**src/rtl/issue_queue_int.sv**
```systemverilog
// Integer issue queue: compacting reservation station with CDB snoop, oldest-ready select and a registered issue stage.
// Optional IQ_PERF_CNT_EN adds perf_stall_cnt, a saturating count of cycles where dispatch is stalled by a full queue.
module issue_queue_int #(
    parameter int DEPTH  = 4,
    parameter int TAG_W  = 6,
    parameter int DATA_W = 32
) (
    input  logic                       clk,
    input  logic                       rst,
    input  logic                       flush,
    input  logic                       disp_valid,
    output logic                       disp_ready,
    input  logic [3:0]                 disp_opcode,
    input  logic                       disp_rs_rdy,
    input  logic [TAG_W-1:0]           disp_rs_tag,
    input  logic [DATA_W-1:0]          disp_rs_data,
    input  logic                       disp_rt_rdy,
    input  logic [TAG_W-1:0]           disp_rt_tag,
    input  logic [DATA_W-1:0]          disp_rt_data,
    input  logic [TAG_W-1:0]           disp_rd_tag,
    input  logic                       cdb_valid,
    input  logic [TAG_W-1:0]           cdb_tag,
    input  logic [DATA_W-1:0]          cdb_data,
    output logic                       iss_valid,
    input  logic                       iss_ready,
    output logic [3:0]                 iss_opcode,
    output logic [DATA_W-1:0]          iss_rsdata,
    output logic [DATA_W-1:0]          iss_rtdata,
    output logic [TAG_W-1:0]           iss_rdtag,
    output logic [$clog2(DEPTH+1)-1:0] iq_count
`ifdef IQ_PERF_CNT_EN
    ,
    output logic [15:0]                perf_stall_cnt
`endif
);

    localparam int CW = $clog2(DEPTH + 1);
    localparam int IW = (DEPTH > 1) ? $clog2(DEPTH) : 1;

    typedef struct packed {
        logic              vld;
        logic [3:0]        op;
        logic [TAG_W-1:0]  rd;
        logic              rs_rdy;
        logic [TAG_W-1:0]  rs_tag;
        logic [DATA_W-1:0] rs_data;
        logic              rt_rdy;
        logic [TAG_W-1:0]  rt_tag;
        logic [DATA_W-1:0] rt_data;
    } entry_t;

    entry_t            r_q [DEPTH];
    logic [CW-1:0]     r_count;
    logic              r_iss_valid;
    logic [3:0]        r_iss_op;
    logic [DATA_W-1:0] r_iss_rs;
    logic [DATA_W-1:0] r_iss_rt;
    logic [TAG_W-1:0]  r_iss_rd;

    entry_t            w_cap [DEPTH+1];
    entry_t            w_nxt [DEPTH];
    entry_t            w_new;
    entry_t            w_sel_e;
    logic              w_any;
    logic [IW-1:0]     w_sel;
    logic              w_load;
    logic              w_acc;
    logic [CW-1:0]     w_tail;

    assign disp_ready = (r_count < CW'(DEPTH));
    assign w_acc      = disp_valid && disp_ready;
    assign w_load     = w_any && (!r_iss_valid || iss_ready);
    assign w_tail     = r_count - CW'(w_load);
    assign w_sel_e    = r_q[w_sel];

    // Select looks at pre-capture state, so a CDB wakeup costs one extra edge.
    always_comb begin
        w_any = 1'b0;
        w_sel = '0;
        for (int i = DEPTH - 1; i >= 0; i--) begin
            if (r_q[i].vld && r_q[i].rs_rdy && r_q[i].rt_rdy) begin
                w_any = 1'b1;
                w_sel = IW'(i);
            end
        end
    end

    // Slot DEPTH is a permanently empty entry shifted in at the top on removal.
    always_comb begin
        for (int i = 0; i < DEPTH; i++) begin
            w_cap[i] = r_q[i];
            if (cdb_valid && !r_q[i].rs_rdy && (r_q[i].rs_tag == cdb_tag)) begin
                w_cap[i].rs_rdy  = 1'b1;
                w_cap[i].rs_data = cdb_data;
            end
            if (cdb_valid && !r_q[i].rt_rdy && (r_q[i].rt_tag == cdb_tag)) begin
                w_cap[i].rt_rdy  = 1'b1;
                w_cap[i].rt_data = cdb_data;
            end
        end
        w_cap[DEPTH] = '0;
    end

    always_comb begin
        w_new         = '0;
        w_new.vld     = 1'b1;
        w_new.op      = disp_opcode;
        w_new.rd      = disp_rd_tag;
        w_new.rs_tag  = disp_rs_tag;
        w_new.rs_rdy  = disp_rs_rdy;
        w_new.rs_data = disp_rs_data;
        w_new.rt_tag  = disp_rt_tag;
        w_new.rt_rdy  = disp_rt_rdy;
        w_new.rt_data = disp_rt_data;
        if (!disp_rs_rdy && cdb_valid && (disp_rs_tag == cdb_tag)) begin
            w_new.rs_rdy  = 1'b1;
            w_new.rs_data = cdb_data;
        end
        if (!disp_rt_rdy && cdb_valid && (disp_rt_tag == cdb_tag)) begin
            w_new.rt_rdy  = 1'b1;
            w_new.rt_data = cdb_data;
        end
    end

    // Removal and compaction first, then the new op lands at the post-removal tail.
    always_comb begin
        for (int i = 0; i < DEPTH; i++) begin
            w_nxt[i] = (w_load && (i >= int'(w_sel))) ? w_cap[i+1] : w_cap[i];
            if (w_acc && (w_tail == CW'(i))) begin
                w_nxt[i] = w_new;
            end
        end
    end

    always_ff @(posedge clk) begin
        if (rst || flush) begin
            for (int i = 0; i < DEPTH; i++) begin
                r_q[i] <= '0;
            end
            r_count     <= '0;
            r_iss_valid <= 1'b0;
            r_iss_op    <= '0;
            r_iss_rs    <= '0;
            r_iss_rt    <= '0;
            r_iss_rd    <= '0;
        end else begin
            for (int i = 0; i < DEPTH; i++) begin
                r_q[i] <= w_nxt[i];
            end
            r_count <= r_count + CW'(w_acc) - CW'(w_load);
            if (w_load) begin
                r_iss_valid <= 1'b1;
                r_iss_op    <= w_sel_e.op;
                r_iss_rs    <= w_sel_e.rs_data;
                r_iss_rt    <= w_sel_e.rt_data;
                r_iss_rd    <= w_sel_e.rd;
            end else if (iss_ready) begin
                r_iss_valid <= 1'b0;
            end
        end
    end

    assign iss_valid  = r_iss_valid;
    assign iss_opcode = r_iss_op;
    assign iss_rsdata = r_iss_rs;
    assign iss_rtdata = r_iss_rt;
    assign iss_rdtag  = r_iss_rd;
    assign iq_count   = r_count;

`ifdef IQ_PERF_CNT_EN
    logic [15:0] r_stall_cnt;

    // Survives flush so stalls around mispredicts stay visible.
    always_ff @(posedge clk) begin
        if (rst) begin
            r_stall_cnt <= '0;
        end else if (disp_valid && !disp_ready && (r_stall_cnt != 16'hFFFF)) begin
            r_stall_cnt <= r_stall_cnt + 16'd1;
        end
    end

    assign perf_stall_cnt = r_stall_cnt;
`endif

endmodule

```
**config.mk**
```make
export PLATFORM = sky130hd
export DESIGN_NAME = issue_queue_int
export DESIGN_NICKNAME = d
export VERILOG_FILES = /design/src/rtl/issue_queue_int.sv
export SDC_FILE = /design/constraint.sdc
export NUM_CORES = 1
export LEC_CHECK = 0
export CAP_MARGIN = 20
export CORE_MARGIN = 2
export CORE_UTILIZATION = 30
export DETAILED_ROUTE_END_ITERATION = 7
export MAX_ROUTING_LAYER = met4
export PLACE_DENSITY = 0.59
export SLEW_MARGIN = 20
export SYNTH_ARGS = -nofsm -noshare
export SYNTH_HDL_FRONTEND = slang
export SYNTH_SLANG_ARGS = --single-unit
```
**constraint.sdc**
```tcl
create_clock -name clk -period 7.7 [get_ports clk]
set_input_delay 2.31 -clock clk [delete_from_list [all_inputs] [get_ports clk]]
set_output_delay 2.31 -clock clk [all_outputs]
set_load 0.01 [all_outputs]
```
==> flow_summary.json <==
{
  "critical_path_class": "input pin to register",
  "start_kind": "input pin",
  "arrival_ns": 7.03,
  "dpl_cell_area_um2": 25790,
  "switching_share": 0.2508,
  "drive_gt1_frac": 0.1243,
  "yosys_most_used_dff": "dfxtp_1",
  "yosysSeqAreaShare": 0.3772,
  "yosysMostFrequentCell": "dfxtp_1",
  "seqPwrFrac": 0.443,
  "final_util": 0.3614,
  "core_um2": 75950,
  "syn-instance-count": 2498,
  "vdd_drop_max_uv": 165.4,
  "ys_top_cells_by_count": "dfxtp_1, mux2i_1, nand2_1, nor2_1, clkbuf_1",
  "p_comb_frac": 0.084,
  "initial_core_util": 0.3032,
  "tritoncts": "done",
  "numClockSinks": 434,
  "powerDensity_nw_per_um2": 189.2,
  "setup_viol": 0,
  "fin_skew_ns": 0.03233,
  "ys_ff_latch": 434,
  "fin_setup_tns_ns": 0,
  "synth_area_um2": 23030,
  "routed_wl_um": 90440,
  "hp-class": "register to register",
  "syn_area_per_cell_um2": 9.220,
  "final.min_clock_period_ns": 6.504,
  "slowest_delay_ns": 0.64,
  "io_buffer_count": 210,
  "wl_per_cell_um": 25.08,
  "total_leakage_power_uw": 0.01074,
  "clkTransAtPathRegs_ns": 0.06,
  "antenna_found_initial": 1,
  "dr.pass1.iters": 6,
  "p_switching_uw": 1302,
  "vias": 20801,
  "viasPerCell": 5.768,
  "synth.area.top_cells": "dfxtp_1, mux2i_1, mux2_2",
  "critPathRequiredTime_ns": 8.23,
  "clk_latency_ns": 0.61,
  "synth-edff-count": 0,
  "die_x_um": 281.1,
  "fin_nets": 2675,
  "drv_slew": 0,
  "synth_warnings": 0,
  "drt_iter0_markers": 1915,
  "max_freq_mhz": 153.8,
  "grt_max_degree": 204,
  "die_h_um": 281.1,
  "status": "finished, final reports clean",
  "post-route-cell-area_um2": 27450,
  "numCtsBuffers": 49,
  "drv_cap": 0,
  "core.rowCount": 101,
  "internal_power_uw": 3890,
  "gp_congestion": 0.8244,
  "worst_slack_ns": 1.196,
  "post_cts_buffers": 0,
  "synth_top_cell_by_area": "dfxtp_1",
  "fin_crit_sh": 0.8447,
  "yosysUniqueCellTypes": 61,
  "track_usage": 0.2282,
  "rsz0062_at_grt": "false",
  "syn_nets": 2635,
  "clockBufferDepth": 3,
  "crit_chain": "clkdlybuf4s50_1 -> nor2b_1 -> a21o_4 -> clkinv_1 -> ha_1 -> ha_1 -> nor2_1 -> and3_2 -> buf_4 -> nand2_1 -> buf_4 -> a2bb2oi_1 -> o211ai_1",
  "netlist.area_leader.share": 0.3772,
  "synth-async-reset-ratio": 0,
  "worst_slew_pin_slew_ns": 1.148,
  "grt_pass1_wl_um": 132700,
  "hpwlAfterDp_um": 55330,
  "end_kind": "register",
  "post-place-ws_ns": 0.6747,
  "hold_viol": 0,
  "grt_pass1_vias": 20141,
  "root_buffer": "clkbuf_16",
  "die_area_um2": 79000,
  "area_growth_pct": 19.19,
  "overflow": 0,
  "ant_nets": 0,
  "hold_buffers": 0,
  "ios": 211,
  "slew_headroom": 0.2349,
  "cts_resized": 0,
  "power_frac_clock": 0.472,
  "drc": 0,
  "cts_max_level": 2,
  "crit_fanout": 44,
  "slowest_stage": "nor2b_1"
}
-- metrics by stage --
| stage | hold slack (ns) | instances | power [uW] |
|---|---|---|---|
| 2_1_floorplan | 0.4286 | 2498 | 2586 |
| 3_3_place_gp | 0.4423 | 3516 | 2780 |
| 3_5_place_dp | 0.4450 | 3517 | 2781 |
| 4_1_cts | 0.4647 | 3605 | 5204 |
| 5_1_grt | 0.4802 | 3606 | 5325 |
| 6_report | 0.4630 | 3606 | 5192 |
-- path summary, 6_finish.rpt --
check	start	to	cells after the start	slack [ns]
max	iss_ready	r_q[1][8]$_SDFF_PP0_	13	1.20
min	r_q[0][40]$_SDFFE_PP0P_	r_q[0][40]$_SDFFE_PP0P_	2	0.46
max reg2reg	iss_valid$_SDFFE_PP0P_	r_q[1][8]$_SDFF_PP0_	12	2.88
min reg2reg	r_q[0][40]$_SDFFE_PP0P_	r_q[0][40]$_SDFFE_PP0P_	2	0.46
-- sequential cells by signal, summed over array words and instances, names as in the netlist --
signal	count
iss_rsdata	32
iss_rtdata	32
iq_count	3
iss_valid	1
iss_opcode	4
r_q	356
iss_rdtag	6
-- worst max-delay path, delay by kind of cell --
| kind | cells | cell delay (ns) |
|---|---|---|
| AND/OR/NAND/NOR | 4 | 1.62 |
| buffers and inverters | 4 | 1.78 |
| AO/OA/AOI/OAI | 3 | 0.75 |
| adder cells (fa/ha/maj) | 2 | 0.54 |
-- layout by cell type, fill, tap and decap left out, types with 6 or more instances in the layout --
cell / Yosys / final
dfxtp_1: 434 / 434
mux2i_1: 276 / 276
nand2_1: 248 / 244
clkdlybuf4s50_1: 0 / 210
nor2_1: 206 / 201
mux2_2: 111 / 111
o22a_1: 98 / 98
o21ai_0: 89 / 89
a22o_1: 60 / 60
a21oi_1: 60 / 59
a222oi_1: 57 / 57
o221ai_1: 53 / 53
clkbuf_16: 0 / 50
nand3_1: 53 / 48
buf_4: 12 / 47
a311oi_1: 44 / 44
o211ai_1: 39 / 39
xor2_1: 34 / 34
o21a_1: 32 / 32
a2bb2oi_1: 31 / 31
o2bb2ai_1: 29 / 29
xnor2_1: 28 / 28
a211oi_1: 22 / 22
nand2b_1: 21 / 20
a221oi_1: 20 / 20
a31oi_1: 20 / 20
inv_1: 19 / 19
o22ai_1: 17 / 17
mux2_4: 15 / 15
a221oi_2: 15 / 15
clkbuf_8: 0 / 13
o21ai_1: 12 / 12
clkbuf_1: 180 / 10
clkinv_2: 0 / 10
o221a_2: 9 / 9
and3_1: 8 / 6
nand4_1: 6 / 6
-- per-layer routing --
layer	vias up	global-route usage	part of all wire	routed length, um
met1	10333	0.3011	0.44	40240
li1	9427	-	-	-
met4	0	0.07363	0.031	2770
met2	879	0.3500	0.45	40530
met3	162	0.04373	0.076	6901
met5	-	-	0	0
-- area by class of cell --
cell class / instances / area, um^2
multi-input combinational: 1772 / 13220
clock inverter: 15 / 186.4
inverter: 20 / 75.07
antenna: 1 / 2.502
tap: 1030 / 1289
timing repair buffer: 261 / 2526
sequential: 434 / 8688
fill: 7687 / 48500
clock buffer: 73 / 1468
-- kinds of logic after synthesis --
family,count (synthesis),synth area share
AOI/OAI and AO/OA,721,0.2478
and+or+nand+nor,581,0.1083
DFF,434,0.3772
muxes,402,0.1840
buffers and inverters,292,0.05525
xor gates and xnor gates,63,0.02428
adders and majority gates,5,0.003042
-- power groups by stage --
stage | clock [uW] | combinational (uW) | sequential [uW]
detailed placement | 0 | 430 | 2350
global route | 2560 | 464 | 2300
floorplan | 0 | 240 | 2350
CTS | 2470 | 432 | 2300
finish | 2450 | 436 | 2300
global placement | 0 | 429 | 2350
Power figures use the tool's default switching activity.
